==> src/rtl/tile_pkg.sv <==
// tile_pkg: shared constants and helpers for the tile FIFO and its
// consumers.
//   TILE_DATA_W / TILE_SIZE : default element width and tile edge.
//   count_width(depth)      : bits needed to hold an occupancy of 0..depth.
package tile_pkg;

    localparam int TILE_DATA_W = 8;
    localparam int TILE_SIZE   = 2;

    function automatic int count_width(input int depth);
        return $clog2(depth + 1);
    endfunction

endpackage

==> src/rtl/tile_transpose.sv <==
// tile_transpose: purely combinational SIZE x SIZE tile transpose.
//   tile_i : input tile, indexed [row][col]
//   tile_o : transposed tile, tile_o[r][c] = tile_i[c][r]
module tile_transpose #(
    parameter int DATA_W = 8,
    parameter int SIZE   = 2
) (
    input  logic [SIZE-1:0][SIZE-1:0][DATA_W-1:0] tile_i,
    output logic [SIZE-1:0][SIZE-1:0][DATA_W-1:0] tile_o
);

    for (genvar r = 0; r < SIZE; r++) begin : g_row
        for (genvar c = 0; c < SIZE; c++) begin : g_col
            assign tile_o[r][c] = tile_i[c][r];
        end
    end

endmodule

==> src/rtl/tile_stream_fifo.sv <==
// tile_stream_fifo: queue of whole SIZE x SIZE tiles with an optional
// transpose-on-read tag per entry.
//   clk, rst_n      : clock (rising edge), async active-low reset
//   flush           : synchronous clear of contents and error flags
//   push, push_transpose, din : write side; tag selects transposed output
//   push_rdy        : space available
//   pop, pop_rdy    : read side request / data available
//   dout            : registered output tile, updated only on accepted pop
//   count           : entries held
//   almost_full     : count >= AF_LEVEL
//   almost_empty    : count <= AE_LEVEL
//   overflow        : sticky, push seen while full
//   underflow       : sticky, pop seen while empty
module tile_stream_fifo
    import tile_pkg::*;
#(
    parameter int DATA_W   = TILE_DATA_W,
    parameter int SIZE     = TILE_SIZE,
    parameter int DEPTH    = 4,
    parameter int AF_LEVEL = DEPTH - 1,
    parameter int AE_LEVEL = 1
) (
    input  logic                                  clk,
    input  logic                                  rst_n,
    input  logic                                  flush,
    input  logic                                  push,
    input  logic                                  push_transpose,
    input  logic [SIZE-1:0][SIZE-1:0][DATA_W-1:0] din,
    output logic                                  push_rdy,
    input  logic                                  pop,
    output logic                                  pop_rdy,
    output logic [SIZE-1:0][SIZE-1:0][DATA_W-1:0] dout,
    output logic [count_width(DEPTH)-1:0]         count,
    output logic                                  almost_full,
    output logic                                  almost_empty,
    output logic                                  overflow,
    output logic                                  underflow
);

    localparam int CNT_W = count_width(DEPTH);
    localparam int PTR_W = (DEPTH > 1) ? $clog2(DEPTH) : 1;

    typedef logic [SIZE-1:0][SIZE-1:0][DATA_W-1:0] tile_t;

    tile_t             mem_q [DEPTH];
    logic [DEPTH-1:0]  tag_q;

    logic [CNT_W-1:0]  count_q, count_d;
    logic [PTR_W-1:0]  wr_ptr_q, wr_ptr_d;
    logic [PTR_W-1:0]  rd_ptr_q, rd_ptr_d;
    logic              ovf_q, ovf_d;
    logic              udf_q, udf_d;
    tile_t             dout_q, dout_d;

    tile_t             rd_tile, rd_tile_t;
    logic              push_acc, pop_acc;

    // Pointers wrap explicitly at DEPTH-1, so DEPTH need not be a power of two.
    function automatic logic [PTR_W-1:0] ptr_inc(input logic [PTR_W-1:0] p);
        return (p == PTR_W'(DEPTH - 1)) ? '0 : p + 1'b1;
    endfunction

    assign push_rdy     = (count_q < CNT_W'(DEPTH));
    assign pop_rdy      = (count_q != '0);
    assign almost_full  = (int'(count_q) >= AF_LEVEL);
    assign almost_empty = (int'(count_q) <= AE_LEVEL);
    assign overflow     = ovf_q;
    assign underflow    = udf_q;
    assign count        = count_q;
    assign dout         = dout_q;

    // Acceptance is judged on pre-edge occupancy: no pass-through when full,
    // no bypass when empty.
    assign push_acc = push && push_rdy;
    assign pop_acc  = pop && pop_rdy;

    assign rd_tile = mem_q[rd_ptr_q];

    tile_transpose #(.DATA_W(DATA_W), .SIZE(SIZE)) u_rd_transpose (
        .tile_i (rd_tile),
        .tile_o (rd_tile_t)
    );

    always_comb begin
        count_d  = count_q;
        wr_ptr_d = wr_ptr_q;
        rd_ptr_d = rd_ptr_q;
        ovf_d    = ovf_q;
        udf_d    = udf_q;
        dout_d   = dout_q;
        if (flush) begin
            // Flush wins over same-cycle requests; dout keeps the last tile.
            count_d  = '0;
            wr_ptr_d = '0;
            rd_ptr_d = '0;
            ovf_d    = 1'b0;
            udf_d    = 1'b0;
        end else begin
            if (push && !push_rdy) ovf_d = 1'b1;
            if (pop && !pop_rdy)   udf_d = 1'b1;
            if (push_acc) wr_ptr_d = ptr_inc(wr_ptr_q);
            if (pop_acc) begin
                rd_ptr_d = ptr_inc(rd_ptr_q);
                dout_d   = tag_q[rd_ptr_q] ? rd_tile_t : rd_tile;
            end
            if (push_acc && !pop_acc)      count_d = count_q + 1'b1;
            else if (pop_acc && !push_acc) count_d = count_q - 1'b1;
        end
    end

    always_ff @(posedge clk or negedge rst_n) begin
        if (!rst_n) begin
            count_q  <= '0;
            wr_ptr_q <= '0;
            rd_ptr_q <= '0;
            ovf_q    <= 1'b0;
            udf_q    <= 1'b0;
            dout_q   <= '0;
        end else begin
            count_q  <= count_d;
            wr_ptr_q <= wr_ptr_d;
            rd_ptr_q <= rd_ptr_d;
            ovf_q    <= ovf_d;
            udf_q    <= udf_d;
            dout_q   <= dout_d;
        end
    end

    // Storage is not reset so it can map onto distributed RAM.
    always_ff @(posedge clk) begin
        if (!flush && push_acc) begin
            mem_q[wr_ptr_q] <= din;
            tag_q[wr_ptr_q] <= push_transpose;
        end
    end

endmodule

==> config.mk <==
export PLATFORM = sky130hd
export DESIGN_NAME = tile_stream_fifo
export DESIGN_NICKNAME = d
export VERILOG_FILES = /design/src/rtl/tile_pkg.sv /design/src/rtl/tile_transpose.sv /design/src/rtl/tile_stream_fifo.sv
export SDC_FILE = /design/constraint.sdc
export NUM_CORES = 1
export LEC_CHECK = 0
export CAP_MARGIN = 40
export CORE_MARGIN = 1.5
export CORE_UTILIZATION = 40
export CTS_CLUSTER_SIZE = 24
export DETAILED_ROUTE_END_ITERATION = 16
export GPL_ROUTABILITY_DRIVEN = 0
export PLACE_DENSITY = 0.64
export REMOVE_ABC_BUFFERS = 1
export SETUP_SLACK_MARGIN = 0.05
export SLEW_MARGIN = 0
export SYNTH_ARGS = -nofsm -noshare
export SYNTH_HDL_FRONTEND = slang
export SYNTH_SLANG_ARGS = --single-unit
==> constraint.sdc <==
create_clock -name clk -period 5.1 [get_ports clk]
set_input_delay 1.02 -clock clk [delete_from_list [all_inputs] [get_ports clk]]
set_output_delay 1.02 -clock clk [all_outputs]
set_load 0.05 [all_outputs]
# Word-level counts from Yosys, hierarchy flattened
# Memories as Yosys holds them, arrays and structs flattened.
# Cells that the tools add are included.
# classes
n_addsub	4
n_reduce_logical	20
n_bitwise	1
n_lt_le_gt_ge	6
eq_ne	2
muxes	21
# ops
cell	count
24-bit two-way mux	1
2-bit two-way mux	6
3-bit two-way mux	3
1-bit logical AND	8
1-bit two-way mux	8
2-bit nonzero test	4
2-bit by 3-bit less-than comparator with 1-bit output, second input constant	2
3-bit nonzero test	2
1-bit logical NOT	5
2-bit by 1-bit adder with 2-bit output, second input constant	2
4-bit bitwise mux	1
2-bit equality test, second input constant	2
3-bit by 1-bit adder with 3-bit output, second input constant	1
3-bit by 2-bit >= comparator with 1-bit output, second input constant	1
3-bit by 1-bit less-or-equal comparator with 1-bit output, second input constant	1
3-bit less-than comparator, second input constant	1
3-bit by 1-bit subtractor with 3-bit output, second input constant	1
1-bit binary-select mux with 2-bit select	1
1-bit demux with 2-bit select	1
2-bit by 1-bit >= comparator with 1-bit output, second input constant	1
2-bit AND reduction	1
1-bit inverter	1
# word_totals
wordCells	65
regBits	45
mem_bits_rw	128
n_memories	1
in_bits	38
output_inout_bits	41
# memory_table
name	words	width	read_ports	rd_clocked_by_memory_dff	write_ports	line	source
mem_q	4	32	1	0	1	tile_stream_fifo.sv:45	tile_t mem_q [DEPTH];

# Logic depth before layout (Yosys ltp)
# logic_depth
word_depth	7
depth_mapped	8

# Hierarchy
# Synthesis repeated with hierarchy kept, for this count alone.
# hier_totals
hier_cells	413
area_unflattened_um2	7133.1
# modules_own_cells
mod	n_inst	cells_each	seq_area_each_um2	area_per_inst_um2
tile_stream_fifo	1	381	4989.8	6892.9
tile_transpose	1	32	0.0	240.2

# Least setup slack after synthesis
# No wires, ideal clock.
# synth_timing
kind	reg-to-output
from	reg count_q[1], in the netlist count[1]
to	out almost_full
required_ns	4.080
slack_ns	2.098
path_buffers	0
stages_incl_launch_ff	3
arrival_ns	1.982
path_cell_list	dfrtp_1 -> inv_1 -> o21ai_0
# synth_between
elab_chain_cells	1
# synth_rtl
element	line	source
from (decl)	tile_stream_fifo.sv:48	logic [CNT_W-1:0] count_q, count_d;
from (signal assigned)	tile_stream_fifo.sv:120	count_q <= count_d;
3-bit by 2-bit >= comparator with 1-bit output	tile_stream_fifo.sv:65	assign almost_full = (int'(count_q) >= AF_LEVEL);
to (decl)	tile_stream_fifo.sv:34	output logic almost_full,
# Every way passes these cells.

# Worst setup path after layout
# layout_timing
from	reg count_q[1], in the netlist count[1]
to	out almost_empty
# layout_between
elab_chain_cells	1
# layout_rtl
element	line	source
3-bit by 1-bit less-or-equal comparator with 1-bit output	tile_stream_fifo.sv:66	assign almost_empty = (int'(count_q) <= AE_LEVEL);
to (decl)	tile_stream_fifo.sv:35	output logic almost_empty,
# Every way passes these cells.

==> out/qor.json <==
{
  "timing.critical_path.buf_inv": {"value": 2},
  "cts_root_cell": {"value": "sky130_fd_sc_hd__clkbuf_16"},
  "cts_inserted_buffers": {"value": 17},
  "cts_tree": {"value": "done"},
  "gr-usage-all-layers": {"value": 0.149},
  "final_layout_size_suffix_gt1_frac": {"value": 0.210},
  "rows": {"value": 47},
  "finish.net_count": {"value": 482},
  "rsz_0062_raised_after_global_routing": {"value": "no"},
  "cp_cell_sequence": {"value": "inv_1 > ha_1 > a21oi_1 > nor2_1 > clkdlybuf4s50_1"},
  "synth_top_family_by_area": {"value": "multiplexers"},
  "critPathKind": {"value": "flip-flop to output port"},
  "place_ws": {"value": 1.98, "unit": "ns"},
  "synth.yosys.warnings": {"value": 0},
  "setup_tns_after_final_layout": {"value": 0, "unit": "ns"},
  "area_share_of_xor_xnor_cells_in_the_synthesized_design": {"value": 0.00261},
  "clkSinkCount": {"value": 173},
  "vdd.ir_drop.worst": {"value": 0.000271, "unit": "V"},
  "post_synth_fa_ha_maj_area_fraction": {"value": 0.0201},
  "detailedPlacementHpwl": {"value": 7.48, "unit": "mm"},
  "cp-start-kind": {"value": "flip-flop"},
  "number_of_antenna_violations_at_the_first_check_in_global_routing": {"value": 1},
  "timing.critical_path.from": {"value": "count[1]"},
  "cts.repair_timing.setup_buffer_count": {"value": 0},
  "final.setup_skew": {"value": 0.00637, "unit": "ns"},
  "io_pins": {"value": 79},
  "postLayoutSetupSlackWorst": {"value": 1.93, "unit": "ns"},
  "cp_data_required_time": {"value": 4.08, "unit": "ns"},
  "worst_path_largest_cell_delay": {"value": 0.81, "unit": "ns"},
  "ctsHoldBuffers": {"value": 0},
  "slowest_stage_cell_crit_path": {"value": "sky130_fd_sc_hd__clkdlybuf4s50_1"},
  "clock_insertion_delay_worst_skew": {"value": 0.42, "unit": "ns"},
  "die-width": {"value": 133, "unit": "um"},
  "layout_commonest_cell": {"value": "sky130_fd_sc_hd__edfxtp_1"},
  "ys_seq_area_frac": {"value": 0.744},
  "fmax": {"value": 0.315, "unit": "GHz"},
  "path_max_fanout": {"value": 7},
  "worst_path_dominant_cell_family": {"value": "buffers and inverters"},
  "finalCriticalPeriod": {"value": 3.17, "unit": "ns"},
  "syn_to_layout_area_delta": {"value": 24.2, "unit": "%"},
  "critPathCaptureType": {"value": "output port"},
  "grt_pass1_wl": {"value": 19.2, "unit": "mm"},
  "clkSlewWorstSetupHoldPaths": {"value": 0.06, "unit": "ns"},
  "final_hold_viol_count": {"value": 0},
  "post_synth_mux_area_share": {"value": 0.162},
  "ant_nets": {"value": 0},
  "design.die.area": {"value": 17600, "unit": "um2"},
  "grt.overflow.total": {"value": 0},
  "setup_violations": {"value": 0},
  "first_global_vias": {"value": 3563},
  "compound_cell_area_share_of_the_yosys_netlist": {"value": 0.0229},
  "placeableCoreArea": {"value": 16500, "unit": "um2"},
  "cts-root-to-sink-buffers": {"value": 2},
  "leakage_component_of_the_power": {"value": 2.91, "unit": "nW"},
  "cts_resized": {"value": 0},
  "largest_net_degree_at_the_start_of_global_routing": {"value": 42},
  "finalWirelength": {"value": 12.0, "unit": "mm"},
  "timing.max_cap.violations": {"value": 0},
  "drt_pass1_iterations": {"value": 6},
  "synthesis.instances": {"value": 346},
  "finalCritPeriodShare": {"value": 0.622},
  "vias": {"value": 3311},
  "r2r-start": {"value": "count[1]"},
  "vias_per_cell": {"value": 4.96},
  "mostFrequentLayoutCells": {"value": "sky130_fd_sc_hd__edfxtp_1, sky130_fd_sc_hd__clkdlybuf4s50_1, sky130_fd_sc_hd__dfrtp_1"},
  "run_status": {"value": "completed"},
  "route.detailed.wl_per_inst": {"value": 18.0, "unit": "um"},
  "drc_errors": {"value": 0},
  "timing.final.max_slew_violations": {"value": 0},
  "synth_area_per_cell": {"value": 19.4, "unit": "um2"},
  "worst_pin_slew": {"value": 0.581, "unit": "ns"},
  "antenna-diode-count": {"value": 0},
  "yosys_register_bits": {"value": 173},
  "hold_startpoint": {"value": "dout[16]"},
  "worst-endpoint-arrival": {"value": 2.15, "unit": "ns"},
  "detailed_router_s_first_iteration_violation_count": {"value": 223},
  "power.total": {"value": 4.69, "unit": "mW"},
  "h_tree_levels": {"value": 4},
  "initial_core_util": {"value": 0.407},
  "timing.max_slew.rel_slack": {"value": 0.613},
  "yosysUniqueCellTypes": {"value": 30},
  "powerDensity": {"value": 563, "unit": "nW/um2"},
  "post_synth_and_or_nand_nor_area_fraction": {"value": 0.0298},
  "holdCritPathClass": {"value": "flip-flop to flip-flop"},
  "buffer_ports.inserted": {"value": 78},
  "post_synth_instance_area": {"value": 6710, "unit": "um2"},
  "die_height": {"value": 133, "unit": "um"}
}
-- metal layers --
metal | share of wire | track usage | vias up | wire length [um]
met2 | 0.51 | 0.246 | 62 | 6080
met1 | 0.43 | 0.183 | 1697 | 5220
met4 | 0.021 | 0.0696 | 2 | 258
met3 | 0.036 | 0.0414 | 23 | 438
met5 | 0.00092 | 0 | - | 11
li1 | - | - | 1527 | -
-- worst min-delay path: cells and delay by family (launching register included) --
kind	cells	cell delay, ns
AOI/OAI and AO/OA	1	0.05
DFF	1	0.34
and+or+nand+nor	1	0.04
-- kinds of logic (layout without fill, tap and decap cells) --
logic type	count (synthesis)	in the layout
compound gates	29	29
xor+xnor	2	2
fa+ha+maj	11	11
buf+inv	23	124
flops	173	173
mux	65	65
simple gates	43	43
-- Yosys cell counts --
| master | n | area [um2] |
|---|---|---|
| sky130_fd_sc_hd__mux2_2 | 16 | 180 |
| sky130_fd_sc_hd__nand2b_1 | 2 | 12.5 |
| sky130_fd_sc_hd__maj3_1 | 1 | 10.0 |
| sky130_fd_sc_hd__buf_4 | 1 | 7.51 |
| sky130_fd_sc_hd__clkbuf_1 | 7 | 26.3 |
| sky130_fd_sc_hd__buf_12 | 1 | 20.0 |
| sky130_fd_sc_hd__nand2_1 | 22 | 82.6 |
| sky130_fd_sc_hd__o221a_2 | 1 | 11.3 |
| sky130_fd_sc_hd__o21ai_0 | 9 | 45.0 |
| sky130_fd_sc_hd__and2_1 | 1 | 6.26 |
| sky130_fd_sc_hd__nand2b_4 | 1 | 13.8 |
| sky130_fd_sc_hd__mux4_2 | 33 | 743 |
| sky130_fd_sc_hd__mux2i_1 | 16 | 160 |
| sky130_fd_sc_hd__nor2_1 | 7 | 26.3 |
| sky130_fd_sc_hd__edfxtp_1 | 132 | 3960 |
| sky130_fd_sc_hd__dfrtp_1 | 41 | 1030 |
| sky130_fd_sc_hd__a31oi_1 | 2 | 12.5 |
| sky130_fd_sc_hd__inv_1 | 6 | 22.5 |
| sky130_fd_sc_hd__nor2b_1 | 2 | 12.5 |
| sky130_fd_sc_hd__ha_1 | 10 | 125 |
| sky130_fd_sc_hd__or3_1 | 1 | 6.26 |
| sky130_fd_sc_hd__xnor2_1 | 2 | 17.5 |
| sky130_fd_sc_hd__clkbuf_2 | 1 | 5.00 |
| sky130_fd_sc_hd__buf_6 | 2 | 22.5 |
| sky130_fd_sc_hd__a21oi_1 | 7 | 35.0 |
| sky130_fd_sc_hd__buf_2 | 5 | 25.0 |
| sky130_fd_sc_hd__nor3_1 | 1 | 5.00 |
| sky130_fd_sc_hd__and3_1 | 4 | 25.0 |
| sky130_fd_sc_hd__nand3_1 | 2 | 10.0 |
| sky130_fd_sc_hd__o21ai_1 | 10 | 50.1 |
-- state kept, by name, summed over array words and instances (netlist names) --
signal	cells
wr_ptr_q	2
mem_q	128
dout	32
tag_q	4
overflow	1
underflow	1
count	3
rd_ptr_q	2
-- through the flow --
step                      instance area (um2)  utilization  hold WS (ns)  instances
after floorplan                          6600            -         0.536        329
after global placement                   7700        0.467         0.462        631
after detailed placement                 7780        0.472         0.470        635
after CTS                                8340        0.506         0.484        667
after global routing                     8340        0.506         0.516        667
final                                    8340        0.506         0.473        667
-- where the power goes --
group          switching [mW]  internal (mW)
sequential              0.142           1.74
clock                   0.493          0.720
combinational           0.969          0.634
-- final timing paths --
path / end / slack [ns] / depth (start not counted)
setup / recovery: almost_empty / 1.93 / 5
hold / removal: dout[16] / 0.47 / 2
setup reg to reg: dout[26] / 2.96 / 6
hold reg to reg: dout[16] / 0.47 / 2
max in group asynchronous: rd_ptr_q[1] / 4.01 / 2
min in group asynchronous: dout[4] / 0.67 / 2
-- area by class of cell --
class                   count  area, um2
well taps                 220        275
multi-input cells         150       1600
inverters                   6       22.5
flip-flops and latches    173       4990
clock inverters             7       63.8
clock buffers              25        495
fillers                  1374       8130
repair buffers             86        886
Note: power is estimated with default switching activity, not from simulation.
